## src/rtl/root_unit_pkg.sv

```systemverilog
// Shared definitions for the iterative integer root engine: mode codes,
// controller states and the per-mode digit count.
package root_unit_pkg;

    localparam logic MODE_SQRT = 1'b0;
    localparam logic MODE_CBRT = 1'b1;

    typedef enum logic {
        IDLE,
        RUN
    } state_t;

    // One result bit is produced per iteration, so the count is the result width.
    function automatic int iters(input int width, input logic mode);
        if (mode == MODE_CBRT) begin
            return (width + 2) / 3;
        end
        return (width + 1) / 2;
    endfunction

endpackage

```

## src/rtl/root_unit_step.sv

```systemverilog
// One digit of the restoring root recurrence: doubles the partial root and
// subtracts the shifted increment (y+1)^k - y^k when the remainder allows it.
module root_unit_step
    import root_unit_pkg::*;
#(
    parameter int WIDTH = 8
) (
    input  logic [(WIDTH+1)/2-1:0] y,
    input  logic [WIDTH-1:0]       rem,
    input  logic [5:0]             shift,
    input  logic                   mode,
    output logic [(WIDTH+1)/2-1:0] y_next,
    output logic [WIDTH-1:0]       rem_next
);

    localparam int RW = (WIDTH + 1) / 2;
    localparam int BW = WIDTH + 3;

    logic [BW-1:0] yd;
    logic [BW-1:0] b_sq;
    logic [BW-1:0] b_cb;
    logic [BW-1:0] b;
    logic [BW-1:0] rem_ext;
    logic          take;

    // Three guard bits keep the increment exact even when it exceeds the remainder.
    assign yd      = {{(BW-RW-1){1'b0}}, y, 1'b0};
    assign rem_ext = {3'b000, rem};
    assign b_sq    = ((yd << 1) | BW'(1)) << shift;
    assign b_cb    = ((BW'(3) * yd * (yd + BW'(1))) + BW'(1)) << shift;
    assign b       = (mode == MODE_CBRT) ? b_cb : b_sq;
    assign take    = (rem_ext >= b);

    assign rem_next = take ? (rem - b[WIDTH-1:0]) : rem;
    assign y_next   = take ? (yd[RW-1:0] | RW'(1)) : yd[RW-1:0];

endmodule

```

## src/rtl/root_unit.sv

```systemverilog
// Iterative floor square/cube root with remainder; start/busy handshake and
// a one-cycle done pulse when the result registers update.
module root_unit
    import root_unit_pkg::*;
#(
    parameter int WIDTH = 8
) (
    input  logic                   clk,
    input  logic                   rst,
    input  logic [WIDTH-1:0]       x_i,
    input  logic                   mode_i,
    input  logic                   start,
    output logic [(WIDTH+1)/2-1:0] result,
    output logic [WIDTH-1:0]       rem_o,
    output logic                   busy,
    output logic                   done
);

    localparam int RW = (WIDTH + 1) / 2;
    localparam int CW = 6;

    state_t         state_reg;
    logic           mode_reg;
    logic [CW-1:0]  cnt_reg;
    logic [RW-1:0]  y_reg;
    logic [WIDTH-1:0] rem_reg;

    logic [CW-1:0]  cnt_m1;
    logic [5:0]     shift;
    logic [RW-1:0]  y_next;
    logic [WIDTH-1:0] rem_next;

    assign cnt_m1 = cnt_reg - CW'(1);
    assign shift  = (mode_reg == MODE_CBRT) ? 6'(cnt_m1 * CW'(3)) : 6'(cnt_m1 << 1);

    root_unit_step #(.WIDTH(WIDTH)) u_step (
        .y        (y_reg),
        .rem      (rem_reg),
        .shift    (shift),
        .mode     (mode_reg),
        .y_next   (y_next),
        .rem_next (rem_next)
    );

    always_ff @(posedge clk or negedge rst) begin
        if (!rst) begin
            state_reg <= IDLE;
            mode_reg  <= MODE_SQRT;
            cnt_reg   <= '0;
            y_reg     <= '0;
            rem_reg   <= '0;
            result    <= '0;
            rem_o     <= '0;
            busy      <= 1'b0;
            done      <= 1'b0;
        end else begin
            done <= 1'b0;
            case (state_reg)
                IDLE: begin
                    if (start) begin
                        rem_reg   <= x_i;
                        mode_reg  <= mode_i;
                        y_reg     <= '0;
                        cnt_reg   <= CW'(iters(WIDTH, mode_i));
                        busy      <= 1'b1;
                        state_reg <= RUN;
                    end
                end
                RUN: begin
                    y_reg   <= y_next;
                    rem_reg <= rem_next;
                    cnt_reg <= cnt_m1;
                    // The last digit lands straight in the output registers.
                    if (cnt_reg == CW'(1)) begin
                        result    <= y_next;
                        rem_o     <= rem_next;
                        busy      <= 1'b0;
                        done      <= 1'b1;
                        state_reg <= IDLE;
                    end
                end
                default: state_reg <= IDLE;
            endcase
        end
    end

endmodule

```

## config.mk

```make
export PLATFORM = sky130hd
export DESIGN_NAME = root_unit
export DESIGN_NICKNAME = d
export VERILOG_FILES = /design/src/rtl/root_unit_pkg.sv /design/src/rtl/root_unit_step.sv /design/src/rtl/root_unit.sv
export SDC_FILE = /design/constraint.sdc
export NUM_CORES = 1
export LEC_CHECK = 0
export ABC_AREA = 1
export CORE_ASPECT_RATIO = 2
export CORE_UTILIZATION = 50
export CTS_BUF_LIST = sky130_fd_sc_hd__clkbuf_4
export DETAILED_ROUTE_END_ITERATION = 7
export PLACE_DENSITY = 0.7
export REMOVE_ABC_BUFFERS = 1
export SYNTH_ARGS = -nofsm -noshare
export SYNTH_HDL_FRONTEND = slang
export SYNTH_SLANG_ARGS = --single-unit
export TNS_END_PERCENT = 20
```

## constraint.sdc

```tcl
create_clock -name clk -period 6.65 [get_ports clk]
set_input_delay 1.33 -clock clk [delete_from_list [all_inputs] [get_ports clk]]
set_output_delay 1.33 -clock clk [all_outputs]
set_load 0.02 [all_outputs]
```

# --- After elaboration in Yosys (flattened, before gate mapping) ---
# Cells that the tools add are included.
totals:
  elab_cells: 49
  regBits: 34
  out_inout_bits: 14
  in_bits: 12
classes:
  bitwise_logic: 1
  order_cmp: 1
  muxes: 23
  eq_ne: 3
  mul: 3
  shifts: 2
  n_reduce_logical: 3
  add_sub_neg: 4
op_table:
  columns: ["cell", "n"]
  rows:
  - ["2-to-1 mux 6 bit", 3]
  - ["2-to-1 mux 8 bit", 2]
  - ["case mux 8 bit (2 select lines)", 1]
  - ["case mux 6 bit (2 select lines)", 1]
  - ["adder 11 x 1 -> 11 bit (second input constant)", 1]
  - ["greater-or-equal comparator 8 x 11 -> 1 bit", 1]
  - ["multiplier 10 x 11 -> 10 bit", 1]
  - ["2-to-1 mux 11 bit", 1]
  - ["<< shifter 11 x 6 -> 11 bit", 1]
  - ["<< shifter 6 x 6 -> 11 bit", 1]
  - ["2-to-1 mux 1 bit", 10]
  - ["case mux 4 bit (2 select lines)", 1]
  - ["subtractor 8 bit", 1]
  - ["adder 5 x 1 -> 6 bit (second input constant)", 1]
  - ["equality test 6 x 1 -> 1 bit (second input constant)", 1]
  - ["multiplier 2 x 4 -> 6 bit (first input constant)", 1]
  - ["multiplier 6 x 2 -> 6 bit (second input constant)", 1]
  - ["AND reduction 2 bit", 3]
  - ["subtractor 6 x 1 -> 6 bit (second input constant)", 1]
  - ["2-to-1 mux 4 bit", 1]
  - ["case mux 1 bit (2 select lines)", 2]
  - ["2-to-1 mux 2 bit", 1]
  - ["!= test 2 x 1 -> 1 bit (second input constant)", 1]
  - ["!= test 2 bit (second input constant)", 1]
  - ["inverter 1 bit", 1]

# --- Depth between registers and ports, before layout ---
# Gate-level depths: netlist of the first run.
depth:
  word_depth: 8
  ltp_mapped: 34
  depth_no_buf: 34

# --- Hierarchy ---
# A second synthesis of the first run with hierarchy kept.
unflattened:
  hier_cells: 544
  area_unflattened_um2: 3723.6
by_module_without_submodules:
  columns: ["mod", "instances", "cells_each", "area_per_inst_um2"]
  rows:
  - ["root_unit_step", 1, 336, 2026.9]
  - ["root_unit", 1, 208, 1696.6]

# --- Least setup slack after synthesis of the first run ---
# No wires, ideal clock.
synth_path:
  path_kind: "reg-to-reg"
  startpoint: "register y_reg[2]"
  endpoint: "register rem_o[0]"
  setup_ns: 0.119
  stages_incl_launch_ff: 32
  arrival_ns: 5.419
  slack_ns: 1.112
  synth_period_minus_slack_ns: 5.538
  cell_sequence: "dfrtp_1 > inv_1 > ha_1 > nor2_1 > nor2_1 > ha_1 > inv_1 > nand2_1 > fa_1 > fa_1 > fa_1 > inv_1 > ha_1 > inv_1 > o31ai_1 > a21oi_1 > o21ai_0 > nor2_2 > o21ai_1 > nor2_1 > a311oi_1 > nor2_1 > inv_1 > ha_1 > inv_1 > nor3_1 > a21oi_1 > nand2_1 > nand2_8 > nand2_2 > nand3_1 > nand2_1"
synth_via:
  elab_chain_cells: 7
  elab_cells_between_ends: 10
  cone_classes: "add/sub (3); mul (2); order compare (1); shift (2); mux (2)"
synth_lines:
  columns: ["element", "line", "source"]
  rows:
  - ["start, declared", "root_unit.sv:25", "logic [RW-1:0] y_reg;"]
  - ["start signal, assigned", "root_unit.sv:70", "y_reg <= y_next;"]
  - ["multiplier 2 x 4 -> 6 bit / adder 5 x 1 -> 6 bit (equally long branches)", "root_unit_step.sv:30", "assign b_cb = ((BW'(3) * yd * (yd + BW'(1))) + BW'(1)) << shift;"]
  - ["multiplier 10 x 11 -> 10 bit", "root_unit_step.sv:30", null]
  - ["adder 11 x 1 -> 11 bit", "root_unit_step.sv:30", null]
  - ["<< shifter 11 x 6 -> 11 bit", "root_unit_step.sv:30", null]
  - ["2-to-1 mux 11 bit *", "root_unit_step.sv:31", "assign b = (mode == MODE_CBRT) ? b_cb : b_sq;"]
  - ["greater-or-equal comparator 8 x 11 -> 1 bit / subtractor 8 bit (equally long branches)", "root_unit_step.sv:32, root_unit_step.sv:34", null]
  - ["2-to-1 mux 8 bit *", "root_unit_step.sv:34", "assign rem_next = take ? (rem - b[WIDTH-1:0]) : rem;"]
  - ["end signal, assigned", "root_unit.sv:76", "rem_o <= rem_next;"]
  - ["end, declared", "root_unit.sv:14", "output logic [WIDTH-1:0] rem_o,"]
# Every way passes the cells marked *; elsewhere a longest branch is shown, timed or not.
# A chain may end at the register's enable or synchronous reset.

# --- Worst setup path after layout of the first run ---
layout_path:
  startpoint: "register y_reg[2]"
  endpoint: "register rem_o[5]"
# The elaborated chain is that of the path after synthesis.

==> impl_metrics.py, run 1 <==
metrics = {
    "timing": {
        "timing.fmax_mhz": 163.3,
        "period_share_pct": 92.06,
        "slew_headroom_pct": 47.23,
        "finalHoldViolCount": 0,
        "worst_pin_slew_ns": 0.7892,
        "rsz0062_at_grt": "false",
        "setup_viol": 0,
        "tns_ns": 0,
        "drv_slew": 0,
        "period_minus_slack_ns": 6.122,
        "skew_ns": 0.01649,
    },
    "finish": {
        "nets": 576,
        "regArea_um2": 850.8,
        "fill_cells": 664,
        "diodes": 0,
        "multi_input_comb_area_um2": 2286,
        "syn2layout_area_growth_pct": 13.30,
        "drive_above_1_share_pct": 7.198,
    },
    "setup_path": {
        "crit_type": "reg2reg",
        "cp.required_ns": 6.88,
        "r2r_start": "y_reg[2]$_DFFE_PN0P_",
        "crit_buf_inv": 6,
        "critPathSlowestCell": "fa_1",
        "cp-start-kind": "flip-flop",
        "end_kind": "flip-flop",
        "cp_common_cell": "inv_1",
        "critical-path-max-stage-delay_ns": 0.55,
        "startpoint": "y_reg[2]$_DFFE_PN0P_",
        "crit_family": "adder cells",
        "arrival_ns": 6.35,
        "path_max_fanout": 10,
    },
    "synthesis": {
        "synth-main-ff-cell": "dfrtp_1",
        "synth_cell_types": 40,
        "synthArstFlopShare_pct": 100.0,
        "synth_top_area_share_pct": 24.50,
        "avgSynthCellArea_um2": 7.159,
        "syn_area_um2": 3472,
        "yosysMostFrequentCell": "nand2_1",
        "syn-instance-count": 485,
        "synth_edf_count": 0,
        "ys_ff_latch": 34,
        "yosys-top-cells-area": "dfrtp_1 25%, ha_1 14%, nand2_1 12%",
        "yosysTopAreaCell": "dfrtp_1",
        "yosysWarnings": 0,
        "ys_seq_area_share_pct": 24.50,
        "synthTopCellsByCount": "112 x nand2_1, 74 x inv_1, 43 x nand3_1",
    },
    "global_routing": {
        "grt_max_degree": 35,
        "grt_remaining_overflow": 0,
        "grt_pass1_vias": 3351,
        "grt_pass1_wl_mm": 14.72,
        "grt_usage_pct": 27.29,
        "antenna_found_initial": 0,
    },
    "drt": {
        "wirelength_mm": 8.999,
        "dr.pass1.iters": 4,
        "wl_per_cell_um": 14.95,
        "vias_per_cell": 5.460,
        "first_iter_violations": 147,
        "vias": 3287,
        "drc_errors": 0,
        "final_antenna_net_count": 0,
    },
    "placed_design": {
        "io_buffers": 25,
        "gp_congestion": 0.9006,
        "dpl.hpwl_mm": 7.334,
    },
    "die": {
        "die_area_um2": 7302,
        "io_pins": 26,
        "die_h_um": 119.9,
        "coreArea_um2": 6674,
        "die-width_um": 60.93,
        "num_rows": 42,
        "start_util_pct": 52.02,
    },
    "clock_network": {
        "cts_root_buf": "clkbuf_4",
        "clock-sinks": 34,
        "cts.clk_slew.worst_paths_ns": 0.13,
        "cts_setup_buffers": 0,
        "clk_latency_ns": 0.34,
        "ctsHoldBuffers": 0,
        "clk_path_buf_depth": 2,
        "h-tree-depth": 2,
        "cts_tree": "yes",
        "cts_buffers": 5,
    },
    "status": {
        "outcome": "finished, final reports clean",
    },
    "hold_path": {
        "min_from": "busy$_DFFE_PN0P_",
        "min_path_type": "reg2reg",
    },
    "flow_run": {
        "cap_violations": 0,
    },
}
-- cells in the final DEF, fill, tap and decap left out, types with 2 or more instances in the layout --
master           instances
or2_2                    3
nand3b_1                 3
inv_1                   74
a21oi_1                 27
clkdlybuf4s50_1         25
clkbuf_4                 5
nand2_2                 11
nand3_1                 43
nand4_1                  2
clkinv_1                 5
a31oi_1                  3
nand2_4                  2
dfrtp_1                 34
o21ai_0                 29
fa_1                    12
o22ai_1                  5
o221ai_1                 2
xnor2_1                  2
nor3_1                   4
nand2_1                111
nor2_1                  40
o21ai_1                  2
bufinv_16                2
buf_4                    4
ha_1                    39
xor2_1                   9
-- layer usage --
metal	GRT usage [%]	share of wire, %	up-vias
met5	0	0	-
met4	13.07	5.1	0
met3	1.724	2.0	30
met2	53.78	59	81
met1	26.17	33	1553
li1	-	-	1623
-- kinds of logic after synthesis --
family	Yosys count	synth area share [%]
xor+xnor	12	3.244
simple gates	224	29.37
buf+inv	88	9.730
compound gates	76	12.18
fa+ha+maj	51	20.97
flops	34	24.50
-- worst register-to-register path, delay by kind of cell, from the launching register on --
kind | cells | cell delay, ns
AND/OR/NAND/NOR | 12 | 1.11
adder cells (fa/ha/maj) | 7 | 2.76
AO/OA/AOI/OAI | 6 | 1.08
flip-flops | 1 | 0.51
buffers and inverters | 6 | 0.55
-- repair_timing --
item	4_1_cts	5_1_grt
resized for setup	0	1
hold endpoints to repair	0	0
endpoints found under the setup margin	0	17
-- per-stage QoR --
stage	hold slack (ns)	util (%)	cells	setup WS, ns	area (µm²)
CTS	0.4907	58.91	602	0.4149	3931
finish	0.4836	58.94	602	0.5279	3934
global route	0.5106	58.94	602	0.01033	3934
global placement	0.4564	57.31	594	0.5820	3825
floorplan	0.5150	-	477	1.092	3435
detailed placement	0.4617	57.31	594	0.4505	3825
-- layout make-up --
type | instances | share of cell area [%]
Clock buffer | 5 | 0.9542
Clock inverter | 3 | 1.749
Inverter | 80 | 7.634
Multi-Input combinational cell | 363 | 58.11
Sequential cell | 34 | 21.63
Tap cell | 88 | 2.799
Timing Repair Buffer | 29 | 7.125
-- worst paths after layout --
check                                    endpoint  slack (ns)  depth (start not counted)
max in group asynchronous    mode_reg$_DFFE_PN0P_        4.94                          2
max reg2reg                  rem_o[5]$_DFFE_PN0P_        0.53                         31
min reg2reg                      busy$_DFFE_PN0P_        0.48                          2
min in group asynchronous  rem_reg[5]$_DFFE_PN0P_        1.38                          2
min                              busy$_DFFE_PN0P_        0.48                          2
max                          rem_o[5]$_DFFE_PN0P_        0.53                         31
Power of run 1 is not shown: default switching activity piles up to over one toggle a cycle in this logic, so the estimate is an artifact.
==> run 2: changes to the inputs <==
--- a/config.mk
+++ b/config.mk
@@ -6,7 +6,7 @@
 export NUM_CORES = 1
 export LEC_CHECK = 0
 export ABC_AREA = 1
-export CORE_ASPECT_RATIO = 2
+export CORE_ASPECT_RATIO = 0.6
 export CORE_UTILIZATION = 50
 export CTS_BUF_LIST = sky130_fd_sc_hd__clkbuf_4
 export DETAILED_ROUTE_END_ITERATION = 7
==> run 2 against run 1 <==
Net effect: worst hold slack gained 0.0074 ns; cell area shrank 1.3%; sequential share of layout area increased by 0.33 points; utilization down 1.1 points; register-to-register slack worse by 0.05 ns; first-iteration DRC count up 110%; via count decreased by 1.8%; clock skew fell by 0.0034 ns.
==> impl_metrics.py, run 2 (same netlist as run 1, synthesis figures left out) <==
metrics = {
    "timing": {
        "worst_pin_slew_ns": 0.7957,
        "drv_slew": 0,
        "skew_ns": 0.01305,
        "rsz0062_at_grt": "false",
        "period_minus_slack_ns": 6.170,
        "tns_ns": 0,
        "timing.fmax_mhz": 162.1,
        "finalHoldViolCount": 0,
        "slew_headroom_pct": 46.80,
        "period_share_pct": 92.78,
        "setup_viol": 0,
    },
    "clock_network": {
        "clock-sinks": 34,
        "h-tree-depth": 2,
        "clk_path_buf_depth": 2,
        "ctsHoldBuffers": 0,
        "cts.clk_slew.worst_paths_ns": 0.11,
        "clk_latency_ns": 0.34,
        "cts_tree": "yes",
        "cts_root_buf": "clkbuf_4",
        "cts_buffers": 5,
    },
    "setup_path": {
        "end_kind": "flip-flop",
        "cp_common_cell": "inv_1",
        "crit_family": "adder cells",
        "r2r_cells": 29,
        "critical-path-max-stage-delay_ns": 0.55,
        "cp.required_ns": 6.88,
        "r2r-end": "rem_o[5]$_DFFE_PN0P_",
        "arrival_ns": 6.40,
        "crit_buf_inv": 5,
        "critPathSlowestCell": "fa_1",
        "r2r_start": "y_reg[1]$_DFFE_PN0P_",
        "critical_path_depth": 29,
        "path_max_fanout": 10,
        "cp-start-kind": "flip-flop",
        "r2r_setup_slack_ns": 0.48,
        "startpoint": "y_reg[1]$_DFFE_PN0P_",
        "cp-endpoint": "rem_o[5]$_DFFE_PN0P_",
        "crit_type": "reg2reg",
    },
    "global_routing": {
        "grt_pass1_vias": 2952,
        "grt_usage_pct": 26.56,
        "antenna_found_initial": 0,
        "grt_pass1_wl_mm": 14.61,
        "grt_remaining_overflow": 0,
        "grt_max_degree": 35,
    },
    "die": {
        "die_h_um": 66.55,
        "num_rows": 23,
        "die-width_um": 109.6,
        "start_util_pct": 51.78,
        "die_area_um2": 7293,
        "io_pins": 26,
        "coreArea_um2": 6705,
    },
    "placed_design": {
        "dpl.hpwl_mm": 7.039,
        "gp_congestion": 0.9323,
        "io_buffers": 25,
    },
    "hold_path": {
        "min_path_type": "reg2reg",
    },
    "finish": {
        "layout_commonest_cell": "nand2_1",
        "nets": 576,
        "final_cell_mix": "111 x nand2_1, 74 x inv_1, 43 x nand3_1",
        "fill_cells": 627,
        "diodes": 0,
        "drive_above_1_share_pct": 7.198,
        "syn2layout_area_growth_pct": 11.78,
    },
    "drt": {
        "final_antenna_net_count": 0,
        "wl_per_cell_um": 14.45,
        "wirelength_mm": 8.685,
        "vias_per_cell": 5.369,
        "drc_errors": 0,
        "vias": 3227,
        "first_iter_violations": 307,
        "dr.pass1.iters": 5,
    },
    "flow_run": {
        "cap_violations": 0,
    },
    "status": {
        "outcome": "finished, final reports clean",
    },
}
[run 2: cell types whose count changed in the layout (fill, tap and decap cells not counted), sizes merged]
cell	change
clkinvlp	+1
clkinv	+1
bufinv	-2
[run 2: layout make-up]
class                      count  area (µm²)  share of cell area [%]
clock buffer                   5       37.54                  0.9671
clock inverter                 3       16.27                  0.4191
inverter                      80       300.3                   7.737
multi-input combinational    363        2286                   58.90
sequential                    34       852.1                   21.95
tap                           87       108.9                   2.805
timing repair buffer          29       280.3                   7.221
[run 2: tightest hold or removal path, delay by kind of cell, from the launching register on]
family	cells	cell delay [ns]
and+or+nand+nor	2	0.11
DFF	1	0.36
[run 2: timing repair]
| action | in CTS | in global routing |
|---|---|---|
| setup endpoints to repair | 0 | 18 |
| resized for setup | 0 | 2 |
| buffers inserted | 0 | 0 |
[run 2: how the worst min path moves through the flow]
stage | startpoint | cells after the start | to | slack, ns
2_1_floorplan | cnt_reg[3]$_DFFE_PN0P_ | 2 | cnt_reg[3]$_DFFE_PN0P_ | 0.52
3_3_place_gp | busy$_DFFE_PN0P_ | 2 | busy$_DFFE_PN0P_ | 0.46
3_5_place_dp | busy$_DFFE_PN0P_ | 2 | busy$_DFFE_PN0P_ | 0.47
4_1_cts | rem_o[2]$_DFFE_PN0P_ | 2 | rem_o[2]$_DFFE_PN0P_ | 0.50
5_1_grt | rem_o[0]$_DFFE_PN0P_ | 2 | rem_o[0]$_DFFE_PN0P_ | 0.52
6_report | rem_o[2]$_DFFE_PN0P_ | 2 | rem_o[2]$_DFFE_PN0P_ | 0.49
[run 2: per-layer routing]
metal	track usage (%)	up-vias	share of wire [%]
li1	-	1629	-
met1	44.28	1496	56
met2	34.28	98	37
met3	4.599	4	6.5
met4	4.667	0	0.55
met5	0	-	0
[run 2: through the flow]
step	hold WS [ns]	cells	util (%)	setup WS [ns]	area, µm²
CTS	0.4954	601	57.83	0.3815	3877
global route	0.5211	601	57.88	0.02442	3881
floorplan	0.5150	477	-	1.092	3435
global placement	0.4628	593	57.03	0.4920	3824
finish	0.4910	601	57.88	0.4802	3881
detailed placement	0.4673	593	57.03	0.4198	3824
Power of run 2 is left out for the same reason.
